## config.mk

```make
export PLATFORM = sky130hd
export DESIGN_NAME = axi_burst_beat_gen_flat
export DESIGN_NICKNAME = d
export VERILOG_FILES = /design/src/rtl/axi_burst_beat_gen_pkg.sv /design/src/rtl/axi_burst_beat_gen_if.sv /design/src/rtl/axi_burst_beat_strb.sv /design/src/rtl/axi_burst_beat_gen.sv /design/src/flat_wrapper.sv
export SDC_FILE = /design/constraint.sdc
export NUM_CORES = 1
export LEC_CHECK = 0
export ABC_AREA = 1
export BUFFER_PORTS_ARGS = -buffer_cell sky130_fd_sc_hd__buf_2
export CAP_MARGIN = 20
export CORE_ASPECT_RATIO = 0.8
export CORE_UTILIZATION = 60
export CTS_BUF_LIST = sky130_fd_sc_hd__clkbuf_16
export DETAILED_ROUTE_END_ITERATION = 8
export GPL_TIMING_DRIVEN = 0
export PLACE_DENSITY_LB_ADDON = 0.1
export RECOVER_POWER = 25
export REMOVE_ABC_BUFFERS = 1
export SETUP_SLACK_MARGIN = 0.2
export SYNTH_ARGS = -nofsm -noshare
export SYNTH_HDL_FRONTEND = slang
export SYNTH_HIERARCHICAL = 1
export SYNTH_SLANG_ARGS = --single-unit
```

## constraint.sdc

```tcl
create_clock -name aclk -period 6 [get_ports aclk]
set_clock_uncertainty 0.15 [all_clocks]
set_input_delay 0.3 -clock aclk [delete_from_list [all_inputs] [get_ports aclk]]
set_output_delay 0.3 -clock aclk [all_outputs]
set_load 0.05 [all_outputs]
```

## src/rtl/axi_burst_beat_gen_pkg.sv

```systemverilog
// Shared types and constants for the AXI burst beat generator.
// BOUNDARY_4K_CHECK_EN (see axi_burst_beat_gen.sv) uses PAGE_4K from here.
package axi_burst_beat_gen_pkg;

  typedef enum logic [1:0] {
    FIXED    = 2'b00,
    INCR     = 2'b01,
    WRAP     = 2'b10,
    RESERVED = 2'b11
  } burst_name;

  typedef enum logic [1:0] {
    OKAY   = 2'b00,
    EXOKAY = 2'b01,
    SLVERR = 2'b10,
    DECERR = 2'b11
  } resp_name;

  typedef enum logic {
    IDLE = 1'b0,
    BEAT = 1'b1
  } beat_gen_state_e;

  localparam int unsigned PAGE_4K = 4096;

  // WRAP bursts must carry 2, 4, 8 or 16 beats; any other len is illegal.
  function automatic logic wrap_len_legal(input logic [31:0] len);
    return len inside {32'd1, 32'd3, 32'd7, 32'd15};
  endfunction

endpackage

```

## src/rtl/axi_burst_beat_gen_if.sv

```systemverilog
// Request / beat-stream bundle between the AXI front end, the beat
// generator and the APB transfer sequencer.
interface axi_burst_beat_gen_if #(
  parameter int ADDR_WIDTH = 32,
  parameter int DATA_WIDTH = 32,
  parameter int ID_WIDTH   = 9,
  parameter int LEN_WIDTH  = 8
);
  localparam int STRB_W = DATA_WIDTH / 8;

  // Both channels use valid/ready: a transfer occurs on a rising clock edge
  // where valid && ready; once valid is high, the payload holds until then.
  logic                  req_valid;
  logic                  req_ready;
  logic [ID_WIDTH-1:0]   req_id;
  logic [ADDR_WIDTH-1:0] req_addr;
  logic [LEN_WIDTH-1:0]  req_len;
  logic [2:0]            req_size;
  logic [1:0]            req_burst;

  logic                  beat_valid;
  logic                  beat_ready;
  logic [ID_WIDTH-1:0]   beat_id;
  logic [ADDR_WIDTH-1:0] beat_addr;
  logic [STRB_W-1:0]     beat_strb;
  logic [LEN_WIDTH-1:0]  beat_idx;
  logic                  beat_last;
  logic                  beat_err;
  logic [1:0]            beat_resp;
  logic                  busy;

  modport master (
    output req_valid, req_id, req_addr, req_len, req_size, req_burst, beat_ready,
    input  req_ready, beat_valid, beat_id, beat_addr, beat_strb, beat_idx,
           beat_last, beat_err, beat_resp, busy
  );

  modport slave (
    input  req_valid, req_id, req_addr, req_len, req_size, req_burst, beat_ready,
    output req_ready, beat_valid, beat_id, beat_addr, beat_strb, beat_idx,
           beat_last, beat_err, beat_resp, busy
  );
endinterface

```

## src/rtl/axi_burst_beat_strb.sv

```systemverilog
// Byte-lane strobe for one beat: lanes from the address offset to the end of
// the size-aligned window, clipped to the bus width.
module axi_beat_strb #(
  parameter int DATA_WIDTH = 32,
  localparam int STRB_W = DATA_WIDTH / 8,
  localparam int OFF_W  = $clog2(STRB_W)
) (
  input  logic [OFF_W-1:0]  addr_lo,
  input  logic [2:0]        size,
  output logic [STRB_W-1:0] strb
);
  logic [31:0] bytes;
  logic [31:0] off;
  logic [31:0] win_end;

  always_comb begin
    bytes   = 32'd1 << size;
    off     = 32'(addr_lo);
    win_end = (off & ~(bytes - 32'd1)) + bytes;
    strb    = '0;
    for (int i = 0; i < STRB_W; i++) begin
      strb[i] = (32'(i) >= off) && (32'(i) < win_end);
    end
  end
endmodule

```

## src/rtl/axi_burst_beat_gen.sv

```systemverilog
// Expands one AXI address-phase request into a per-beat stream (FIXED/INCR/WRAP).
// Define BOUNDARY_4K_CHECK_EN to reject INCR bursts that cross a 4 KB page.
module axi_burst_beat_gen
  import axi_burst_beat_gen_pkg::*;
#(
  parameter int ADDR_WIDTH = 32,
  parameter int DATA_WIDTH = 32,
  parameter int ID_WIDTH   = 9,
  parameter int LEN_WIDTH  = 8
) (
  input  logic             aclk,
  input  logic             aresetn,
  axi_burst_beat_gen_if.slave bus,
  output beat_gen_state_e  dbg_state
);
  localparam int STRB_W = DATA_WIDTH / 8;
  localparam int OFF_W  = $clog2(STRB_W);
  localparam int TOT_W  = LEN_WIDTH + 8;
  localparam logic [ADDR_WIDTH-1:0] ONE = 1;

  beat_gen_state_e       state;
  logic                  req_ready_q, busy_q;
  logic                  beat_valid_q, beat_last_q, beat_err_q;
  logic [ID_WIDTH-1:0]   beat_id_q;
  logic [ADDR_WIDTH-1:0] beat_addr_q;
  logic [STRB_W-1:0]     beat_strb_q;
  logic [LEN_WIDTH-1:0]  beat_idx_q, len_q;
  logic [1:0]            beat_resp_q, burst_q;
  logic [2:0]            size_q;
  logic [ADDR_WIDTH-1:0] bytes_q, wrap_lo_q, wrap_hi_q;

  logic [ADDR_WIDTH-1:0] bytes_in, aligned_in, total_a, wrap_lo_in, wrap_hi_in;
  logic [TOT_W-1:0]      total_in;
  logic                  illegal;
  logic [ADDR_WIDTH-1:0] wrap_inc, next_addr;
  logic [LEN_WIDTH-1:0]  idx_next;
  logic [OFF_W-1:0]      strb_lo;
  logic [2:0]            strb_size;
  logic [STRB_W-1:0]     strb_next;
`ifdef BOUNDARY_4K_CHECK_EN
  logic [ADDR_WIDTH-1:0] last_byte;
`endif

  always_comb begin
    bytes_in   = ONE << bus.req_size;
    aligned_in = bus.req_addr & ~(bytes_in - ONE);
    total_in   = (TOT_W'(bus.req_len) + TOT_W'(1)) << bus.req_size;
    total_a    = ADDR_WIDTH'(total_in);
    wrap_lo_in = bus.req_addr & ~(total_a - ONE);
    wrap_hi_in = wrap_lo_in + total_a;
    illegal    = (bus.req_burst == RESERVED) ||
                 (bytes_in > ADDR_WIDTH'(STRB_W)) ||
                 ((bus.req_burst == WRAP) &&
                  (!wrap_len_legal(32'(bus.req_len)) || (bus.req_addr != aligned_in)));
`ifdef BOUNDARY_4K_CHECK_EN
    last_byte = aligned_in + total_a - ONE;
    if ((bus.req_burst == INCR) &&
        (((last_byte ^ bus.req_addr) & ~ADDR_WIDTH'(PAGE_4K - 1)) != '0)) begin
      illegal = 1'b1;
    end
`endif
  end

  // Next beat address; INCR realigns so only beat0 can be unaligned.
  always_comb begin
    wrap_inc = beat_addr_q + bytes_q;
    idx_next = beat_idx_q + LEN_WIDTH'(1);
    case (burst_q)
      FIXED:   next_addr = beat_addr_q;
      WRAP:    next_addr = (wrap_inc == wrap_hi_q) ? wrap_lo_q : wrap_inc;
      default: next_addr = (beat_addr_q & ~(bytes_q - ONE)) + bytes_q;
    endcase
    strb_lo   = (state == IDLE) ? bus.req_addr[OFF_W-1:0] : next_addr[OFF_W-1:0];
    strb_size = (state == IDLE) ? bus.req_size : size_q;
  end

  axi_beat_strb #(.DATA_WIDTH(DATA_WIDTH)) u_strb (
    .addr_lo (strb_lo),
    .size    (strb_size),
    .strb    (strb_next)
  );

  always_ff @(posedge aclk or negedge aresetn) begin
    if (!aresetn) begin
      state        <= IDLE;
      req_ready_q  <= 1'b1;
      busy_q       <= 1'b0;
      beat_valid_q <= 1'b0;
      beat_last_q  <= 1'b0;
      beat_err_q   <= 1'b0;
      beat_id_q    <= '0;
      beat_addr_q  <= '0;
      beat_strb_q  <= '0;
      beat_idx_q   <= '0;
      beat_resp_q  <= OKAY;
      len_q        <= '0;
      burst_q      <= '0;
      size_q       <= '0;
      bytes_q      <= '0;
      wrap_lo_q    <= '0;
      wrap_hi_q    <= '0;
    end else begin
      case (state)
        IDLE: begin
          if (bus.req_valid && req_ready_q) begin
            state        <= BEAT;
            req_ready_q  <= 1'b0;
            busy_q       <= 1'b1;
            beat_valid_q <= 1'b1;
            beat_id_q    <= bus.req_id;
            beat_addr_q  <= bus.req_addr;
            beat_idx_q   <= '0;
            beat_err_q   <= illegal;
            beat_resp_q  <= illegal ? DECERR : OKAY;
            beat_last_q  <= illegal || (bus.req_len == '0);
            beat_strb_q  <= illegal ? '0 : strb_next;
            len_q        <= bus.req_len;
            burst_q      <= bus.req_burst;
            size_q       <= bus.req_size;
            bytes_q      <= bytes_in;
            wrap_lo_q    <= wrap_lo_in;
            wrap_hi_q    <= wrap_hi_in;
          end
        end
        BEAT: begin
          if (bus.beat_ready) begin
            if (beat_last_q) begin
              state        <= IDLE;
              req_ready_q  <= 1'b1;
              busy_q       <= 1'b0;
              beat_valid_q <= 1'b0;
              beat_last_q  <= 1'b0;
              beat_err_q   <= 1'b0;
              beat_id_q    <= '0;
              beat_addr_q  <= '0;
              beat_strb_q  <= '0;
              beat_idx_q   <= '0;
              beat_resp_q  <= OKAY;
            end else begin
              beat_addr_q <= next_addr;
              beat_idx_q  <= idx_next;
              beat_strb_q <= strb_next;
              beat_last_q <= (idx_next == len_q);
            end
          end
        end
        default: state <= IDLE;
      endcase
    end
  end

  assign bus.req_ready  = req_ready_q;
  assign bus.busy       = busy_q;
  assign bus.beat_valid = beat_valid_q;
  assign bus.beat_id    = beat_id_q;
  assign bus.beat_addr  = beat_addr_q;
  assign bus.beat_strb  = beat_strb_q;
  assign bus.beat_idx   = beat_idx_q;
  assign bus.beat_last  = beat_last_q;
  assign bus.beat_err   = beat_err_q;
  assign bus.beat_resp  = beat_resp_q;
  assign dbg_state      = state;
endmodule
```

## src/flat_wrapper.sv

```systemverilog
// flat-port wrapper written by rule: the top's interface ports become plain ports
module axi_burst_beat_gen_flat import axi_burst_beat_gen_pkg::*;
#(
  parameter int ADDR_WIDTH = 32,
  parameter int DATA_WIDTH = 32,
  parameter int ID_WIDTH   = 9,
  parameter int LEN_WIDTH  = 8
)
  (aclk, aresetn, dbg_state, bus_req_valid, bus_req_id, bus_req_addr, bus_req_len, bus_req_size, bus_req_burst, bus_beat_ready, bus_req_ready, bus_beat_valid, bus_beat_id, bus_beat_addr, bus_beat_strb, bus_beat_idx, bus_beat_last, bus_beat_err, bus_beat_resp, bus_busy);
  axi_burst_beat_gen_if #(.ADDR_WIDTH(ADDR_WIDTH), .DATA_WIDTH(DATA_WIDTH), .ID_WIDTH(ID_WIDTH), .LEN_WIDTH(LEN_WIDTH)) bus_i ();
  input  logic aclk;
  input  logic aresetn;
  output beat_gen_state_e dbg_state;
  input wire logic [$bits(bus_i.req_valid)-1:0] bus_req_valid;
  input wire logic [$bits(bus_i.req_id)-1:0] bus_req_id;
  input wire logic [$bits(bus_i.req_addr)-1:0] bus_req_addr;
  input wire logic [$bits(bus_i.req_len)-1:0] bus_req_len;
  input wire logic [$bits(bus_i.req_size)-1:0] bus_req_size;
  input wire logic [$bits(bus_i.req_burst)-1:0] bus_req_burst;
  input wire logic [$bits(bus_i.beat_ready)-1:0] bus_beat_ready;
  output wire logic [$bits(bus_i.req_ready)-1:0] bus_req_ready;
  output wire logic [$bits(bus_i.beat_valid)-1:0] bus_beat_valid;
  output wire logic [$bits(bus_i.beat_id)-1:0] bus_beat_id;
  output wire logic [$bits(bus_i.beat_addr)-1:0] bus_beat_addr;
  output wire logic [$bits(bus_i.beat_strb)-1:0] bus_beat_strb;
  output wire logic [$bits(bus_i.beat_idx)-1:0] bus_beat_idx;
  output wire logic [$bits(bus_i.beat_last)-1:0] bus_beat_last;
  output wire logic [$bits(bus_i.beat_err)-1:0] bus_beat_err;
  output wire logic [$bits(bus_i.beat_resp)-1:0] bus_beat_resp;
  output wire logic [$bits(bus_i.busy)-1:0] bus_busy;
  assign bus_i.req_valid = bus_req_valid;
  assign bus_i.req_id = bus_req_id;
  assign bus_i.req_addr = bus_req_addr;
  assign bus_i.req_len = bus_req_len;
  assign bus_i.req_size = bus_req_size;
  assign bus_i.req_burst = bus_req_burst;
  assign bus_i.beat_ready = bus_beat_ready;
  assign bus_req_ready = bus_i.req_ready;
  assign bus_beat_valid = bus_i.beat_valid;
  assign bus_beat_id = bus_i.beat_id;
  assign bus_beat_addr = bus_i.beat_addr;
  assign bus_beat_strb = bus_i.beat_strb;
  assign bus_beat_idx = bus_i.beat_idx;
  assign bus_beat_last = bus_i.beat_last;
  assign bus_beat_err = bus_i.beat_err;
  assign bus_beat_resp = bus_i.beat_resp;
  assign bus_busy = bus_i.busy;
  axi_burst_beat_gen #(.ADDR_WIDTH(ADDR_WIDTH), .DATA_WIDTH(DATA_WIDTH), .ID_WIDTH(ID_WIDTH), .LEN_WIDTH(LEN_WIDTH)) u_core (.aclk(aclk), .aresetn(aresetn), .bus(bus_i), .dbg_state(dbg_state));
endmodule
```

Word level (Yosys, flattened, before mapping)
Index checks and enable logic that the tools add are counted.

Muxes and demuxes: 44. $add $sub $neg: 10. Bitwise operators: 9. Eq/ne operators: 14. $lt $le $gt $ge: 8. Reductions and logical operators: 17. Shift operators: 3.

Operators with widths (count): 2-to-1 mux 32 bit (4); inverter 32 bit (4); case mux 32 bit (2 select lines) (2); adder 32 bit (3); AND 32 bit (3); subtractor 32 x 1 -> 32 bit (second input constant) (3); < comparator 1 x 32 -> 1 bit (first input constant) (2); < comparator 2 x 32 -> 1 bit (first input constant) (2); left shift 1 x 3 -> 32 bit (first input constant) (2); adder 32 x 16 -> 32 bit (1); AND 2 x 32 -> 32 bit (1); == test 32 bit (1); > comparator 32 x 3 -> 1 bit (second input constant) (1); != test 32 bit (1); 2-to-1 mux 9 bit (3); 2-to-1 mux 8 bit (3); case mux 9 bit (2 select lines) (1); subtractor 16 x 1 -> 17 bit (second input constant) (1); 2-to-1 mux 4 bit (4); case mux 8 bit (2 select lines) (1); left shift 16 x 3 -> 16 bit (1); 2-to-1 mux 1 bit (13); 2-to-1 mux 2 bit (5); case mux 1 bit (2 select lines) (5); 24 further kinds (38).

Output and inout port bits: 61. Bits in registers: 169. Input bits: 58. Word-level logic and storage cells: 122.

Longest topological paths before layout
Depth after elaboration: 13. Gate-level depth with buffers: 38. Depth with buffers taken out: 38.

Cells and area by module
Netlist, hierarchy kept.

By module, submodules not included: axi_burst_beat_gen (area an instance 12519.5 um2, times used 1, sequential area each 3579.7 um2, cells an instance 1991); axi_beat_strb (area an instance 187.7 um2, times used 1, sequential area each 0.0 um2, cells an instance 37).

Worst setup path before layout
No wires, ideal clock.

Path kind: register to register. Start: register u_core.beat_addr_q[0], in the netlist u_core/bus.beat_addr[0]. End: register u_core.beat_strb_q[0], in the netlist u_core/bus.beat_strb[0]. Slack: 1.467 ns. Path buffers: 0. Library setup time: 0.118 ns. Cell stages (with the launch flop): 36. Data required time: 5.732 ns. Period minus slack after synthesis: 4.533 ns. Arrival: 4.265 ns. Path through: dfrtp_1 -> ha_1 -> inv_1 -> fa_1 -> inv_1 -> nand2_1 -> nand2_1 -> nand2_1 -> nand2_1 -> nand2_1 -> nand2_2 -> nand2_1 -> nor2_1 -> xor2_1 -> xor2_1 -> a21oi_1 -> nand3_1 -> nor2_4 -> nand2_2 -> nand2_1 -> nand3_1 -> nand2_1 -> nand2_1 -> o21ai_0 -> inv_1 -> nand3_1 -> o21ai_1 -> ha_1 -> inv_1 -> nand2_1 -> inv_1 -> nand4_1 -> nor2_1 -> nor2_1 -> nand3_1 -> nand2_1.

Cells in the longest elaborated chain, start to end: 12. Elaborated cells on any way between the ends: 17. Those cells by class: add/sub (3); order compare (2); eq/ne (1); mux (8); bitwise (2); reduce/logical (1).

Ends and longest elaborated chain: start: declaration (line axi_burst_beat_gen.sv:25) `logic [ADDR_WIDTH-1:0] beat_addr_q;`; start signal: assignment (line axi_burst_beat_gen.sv:111) `beat_addr_q <= bus.req_addr;`; start signal: assignment (line axi_burst_beat_gen.sv:140) `beat_addr_q <= next_addr;`; adder 32 bit (line axi_burst_beat_gen.sv:66) `wrap_inc = beat_addr_q + bytes_q;`; == test 32 bit (line axi_burst_beat_gen.sv:70) `WRAP: next_addr = (wrap_inc == wrap_hi_q) ? wrap_lo_q : wrap_inc;`; 2-to-1 mux 32 bit (line axi_burst_beat_gen.sv:70); case mux 32 bit (2 select lines) (*) (line axi_burst_beat_gen.sv:68) `case (burst_q)`; 2-to-1 mux 2 bit (*) (line axi_burst_beat_gen.sv:73) `strb_lo = (state == IDLE) ? bus.req_addr[OFF_W-1:0] : next_addr[OFF_W-1:0];`; named net u_core.strb_lo[1] (line axi_burst_beat_gen.sv:37) `logic [OFF_W-1:0] strb_lo;`; AND 2 x 32 -> 32 bit (line axi_burst_beat_strb.sv:19) `win_end = (off & ~(bytes - 32'd1)) + bytes;`; adder 32 bit (line axi_burst_beat_strb.sv:19); < comparator 1 x 32 -> 1 bit (line axi_burst_beat_strb.sv:22) `strb[i] = (32'(i) >= off) && (32'(i) < win_end);`; logical AND 1 bit (*) (line axi_burst_beat_strb.sv:22); named net u_core.strb_next[0] (line axi_burst_beat_gen.sv:39) `logic [STRB_W-1:0] strb_next;`; 2-to-1 mux 4 bit (on tied branches) (line axi_burst_beat_gen.sv:127, axi_burst_beat_gen.sv:116); 2-to-1 mux 4 bit (on tied branches) (line axi_burst_beat_gen.sv:126, axi_burst_beat_gen.sv:105); case mux 4 bit (2 select lines) (*) (line axi_burst_beat_gen.sv:103) `case (state)`; end signal: assignment (line axi_burst_beat_gen.sv:116) `beat_strb_q <= illegal ? '0 : strb_next;`; end signal: assignment (line axi_burst_beat_gen.sv:142) `beat_strb_q <= strb_next;`; end: declaration (line axi_burst_beat_gen.sv:26) `logic [STRB_W-1:0] beat_strb_q;`.

Mark *: on every way through the listed nets, which the timed path passes. The rest lies on a longest branch. The select of a mux whose other input is x is not followed. A chain may end at the register's enable or synchronous reset.

Final worst setup path
Start: register u_core.bytes_q[0]. End: register u_core.beat_strb_q[2], in the netlist u_core/bus.beat_strb[2].

Cells in the longest elaborated chain, start to end: 13. Elaborated cells on any way between the ends: 19. Those cells by class: add/sub (4); order compare (2); eq/ne (1); mux (8); bitwise (3); reduce/logical (1).

Ends and longest elaborated chain: start: declaration (line axi_burst_beat_gen.sv:30) `logic [ADDR_WIDTH-1:0] bytes_q, wrap_lo_q, wrap_hi_q;`; start signal: assignment (line axi_burst_beat_gen.sv:120) `bytes_q <= bytes_in;`; subtractor 32 x 1 -> 32 bit (line axi_burst_beat_gen.sv:71) `default: next_addr = (beat_addr_q & ~(bytes_q - ONE)) + bytes_q;`; inverter 32 bit (line axi_burst_beat_gen.sv:71); AND 32 bit (line axi_burst_beat_gen.sv:71); adder 32 bit (line axi_burst_beat_gen.sv:71); case mux 32 bit (2 select lines) (*) (line axi_burst_beat_gen.sv:68); 2-to-1 mux 2 bit (*) (line axi_burst_beat_gen.sv:73); named net u_core.strb_lo[1] (line axi_burst_beat_gen.sv:37); AND 2 x 32 -> 32 bit (line axi_burst_beat_strb.sv:19); adder 32 bit (line axi_burst_beat_strb.sv:19); < comparator 2 x 32 -> 1 bit (line axi_burst_beat_strb.sv:22); logical AND 1 bit (*) (line axi_burst_beat_strb.sv:22); named net u_core.strb_next[2] (line axi_burst_beat_gen.sv:39); 2-to-1 mux 4 bit (on tied branches) (line axi_burst_beat_gen.sv:127, axi_burst_beat_gen.sv:116); 2-to-1 mux 4 bit (on tied branches) (line axi_burst_beat_gen.sv:126, axi_burst_beat_gen.sv:105); case mux 4 bit (2 select lines) (*) (line axi_burst_beat_gen.sv:103).

Marks and branches as above.

==> impl_results.md <==
* Result of the run: finished, violations left
* Violations in the final reports: max-capacitance violations, max-slew violations
* Setup repair after global routing missed its margin: no
* Peak per-stage delay on the critical path at roughly 0.45 ns
* Mean Syn Cell Area at about 6.3 sq um
* Aggregate negative setup slack at 0 ns
* Share of the core filled with cells in the final layout at 69.3%
* Number of clock sinks at ~140
* Number of rows created at floorplan at 47
* Reported max-cap violation count at 1
* Worst R2R Setup Slack at between 0.7 and 0.8 ns
* Unique masters post-synth at 59
* Yosys warning total at 6
* Total GRT Usage at 41.5%
* Number of buffers created by CTS at 17
* Area fraction of the dominant cell type after synthesis at 28.0%
* Highest clock rate at around 0.19 GHz
* Port bufs at 118
* Max_slew headroom at -157%
* Pin count of the biggest net entering global routing at approximately 100
* Minimum setup slack in the final design at between 0.7 and 0.8 ns
* Required time at the worst-slack endpoint at slightly above 6 ns
* Highest net fanout along the worst path at 6
* Type of the most critical hold path: input pin to register
* Endpoint of the lowest-slack register-to-register path: u_core/bus.beat_strb[2]
* Share of the yosys chip area belonging to registers at between 20 and 30%
* Combined area of all synthesized cells at between 10,000 and 15,000 sq um
* Peak supply drop at 0.424 mV
* Wire length after detailed routing at about 44,000 um
* Leak at 7.38 nW
* Critical Path Source Type: register
* Die H at ~130 um
* Final design instance area without fill at approximately 14,000 sq um
* Number of global-route vias before repair at around 13,000
* Post-detailed-route via-to-cell ratio at just over 6
* Slowest library cell on the worst path: xor2_1
* Start of the worst register-to-register path: u_core/bytes_q[0]
* Setup-failing EPs final at 0
* Initial DRC Count at 2,016
* Initial antenna violation count at 0
* Number of enable-type register cells in the synthesized netlist at 0
* Post-Place Setup Slack at -0.419 ns
* Number of top-level pins at 119
* Fraction of layout instances using a drive strength above 1 at 12.9%
* Die width at between 150 and 200 um
* Antenna Nets Post-Route at 0
* Final weighted congestion of routability-driven global placement at approximately 1
* Count of final hold-check violations at 0
* Min Tclk post-route at about 5.3 ns
* Crit. End Element: register
* Most common cell type on the critical path: nand2_1
* Clk pin slew, worst setup/hold paths at about 0.070 ns
* Count of final max-slew check failures at between 60 and 70
* Share of flip-flops with an asynchronous set or reset after synthesis at 100%
* Yosys top cell by area: dfrtp_1
* Critical path start-end classification: register to register
* # nets final at 2,208
* Skew-Pair Late Insertion Delay at around 0.43 ns
* Hold Worst Slack at approximately 0.023 ns
* Clk root buf: clkbuf_16
* Final cell count without fillers at approximately 2,400
* Biggest area contributors in the synthesized netlist: dfrtp_1 (28%), nand2_1 (16%), nand3_1 (9.6%), inv_1 (7.5%), nor2_1 (5.8%)
* Primary flip-flop cell chosen by synthesis mapping: dfrtp_1
* Share of the clock period used by the worst path after layout at between 80% and 90%
* Area of the core at just over 20,000 sq um
* CTS Buffer Depth at 2
* Instance count after placement with tap cells included at roughly 2,400
* Maximum level of the CTS H-tree at 4
* Most frequent cell after synthesis: nand2_1
* Seq cells post-synth at 143
* Transition time of the tightest slew-check pin at about 3.9 ns
* Total number of vias at between 10,000 and 15,000
* TritonCTS clock tree: done
* Placement-stage cell area at around 13,000 sq um
* Number of inserted diodes at 0
* Global-route wire length before repair at between 60,000 and 70,000 um
* First-pass DRT Iterations at 7
* Starting density of the core at roughly three fifths
* Setup crit end: u_core/bus.beat_strb[2]
* WL/cell at 18.5 um
* Number of cells traversed by the worst register-to-register path at 36
* Origin of the worst setup path: u_core/bytes_q[0]
* Die Footprint at ~22,000 sq um
* Area added between synthesis and finish at 12.9%
* Congestion Overflow GR at 0
* Arrival @ worst endpoint at between 5 and 6 ns
* HPWL after detailed placement at about 33,000 um
* Power density of the placed cells at about 540 nW/um^2
* List of most frequent post-synthesis cells: nand2_1 (556), inv_1 (253), nand3_1 (243)
* Post-Synthesis Cells at 2,028
* Overall power at approximately 7.7 mW
* DRC viols at 0
worst max-delay path: cells and delay by family, from the launching register on:
| family | cells | cell delay, ns |
|---|---|---|
| flops | 1 | 0.42 |
| fa+ha+maj | 3 | 0.82 |
| buf+inv | 6 | 0.56 |
| xor+xnor | 1 | 0.45 |
| compound gates | 3 | 0.33 |
| simple gates | 23 | 2.40 |
report_power, final:
part	internal [mW]	total (mW)	leakage, nW	switching [mW]
registers	1.40	1.87	1.78	0.473
clock network	0.638	1.14	0.304	0.499
logic	1.35	4.70	5.29	3.34
final cells by class:
| type | instances | area [sq um] |
|---|---|---|
| multi-input cells | 1548 | 7860 |
| fillers | 1859 | 6350 |
| flip-flops and latches | 143 | 3580 |
| inverters | 269 | 1010 |
| repair buffers | 143 | 932 |
| clock buffers | 17 | 425 |
| well taps | 269 | 337 |
| clock inverters | 15 | 194 |
cell usage in the layout, fill, tap and decap left out, types with 4 or more instances in the layout:
cell type / Yosys / layout
a21oi_1: 101 / 100
o21ai_1: 16 / 16
dfrtp_1: 142 / 141
or2_2: 7 / 7
nand2_1: 556 / 555
o21bai_1: 7 / 7
inv_6: 0 / 9
nand2_2: 21 / 21
inv_1: 253 / 253
buf_2: 18 / 117
inv_2: 16 / 15
nand3_2: 16 / 16
buf_16: 0 / 4
nand4_1: 46 / 46
dlygate4sd3_1: 0 / 12
buf_4: 5 / 5
ha_1: 27 / 27
o22ai_1: 15 / 15
a22o_1: 9 / 9
nor2_2: 14 / 17
o211ai_1: 10 / 10
o21ai_2: 5 / 6
clkbuf_16: 0 / 17
nand3b_1: 4 / 4
nor2_4: 6 / 8
nor4_1: 12 / 12
nor3_1: 18 / 18
xnor2_1: 17 / 17
o21ai_0: 115 / 114
xor2_1: 39 / 38
nand3_1: 243 / 242
nor2_1: 198 / 194
flip-flops by register name (all words and copies together) (netlist names), 2 cells and up:
| register | cells |
|---|---|
| u_core/bus.beat_strb | 4 |
| u_core/wrap_hi_q | 32 |
| u_core/len_q | 8 |
| u_core/bytes_q | 8 |
| u_core/bus.beat_idx | 8 |
| u_core/wrap_lo_q | 32 |
| u_core/size_q | 3 |
| u_core/bus.beat_addr | 32 |
| u_core/burst_q | 2 |
| u_core/bus.beat_id | 9 |
metal layers:
layer / track usage [%] / wire, um / vias to the layer above / share of wire, %
li1: - / - / 6815 / -
met1: 63.4 / 19400 / 6718 / 44
met2: 56.3 / 17900 / 950 / 40
met3: 13.7 / 6470 / 69 / 15
met4: 8.26 / 710 / 0 / 1.6
met5: 0 / 0 / - / 0
worst min path at each step:
stage / start / end / slack [ns] / cells past startpoint
finish: bus_req_addr[3] / u_core/wrap_lo_q[3] / 0.02 / 3
global route: bus_req_burst[1] / u_core/burst_q[1] / 0.02 / 3
CTS: bus_req_addr[3] / u_core/wrap_lo_q[3] / 0.008 / 3
detailed placement: aresetn / u_core/bus.beat_addr[26] / 0.20 / 1
global placement: u_core/bus.beat_strb[0] / u_core/bus.beat_strb[0] / 0.31 / 2
floorplan: aresetn / u_core/burst_q[0] / -0.15 / 0
logic make-up (layout without fill, tap and decap cells):
kind of cell,after synthesis,after routing,share of synthesized area (%)
buffers and inverters,339,444,10.8
AOI/OAI and AO/OA,304,304,13.5
DFF,143,143,28.2
and+or+nand+nor,1158,1160,40.9
adders and majority gates,28,28,2.82
xor gates and xnor gates,56,56,3.86
timing repair:
| action | 4_1_cts | 5_1_grt |
|---|---|---|
| setup buffers | 2 | 4 |
| setup endpoints to repair | 4 | 4 |
| gates resized for setup | 2 | 10 |
| pin swaps | 1 | 2 |
| hold buffers | 12 | 0 |
| cloned | 1 | 1 |
| endpoints found under the hold margin | 77 | 0 |
Power figures use the tool's default switching activity.
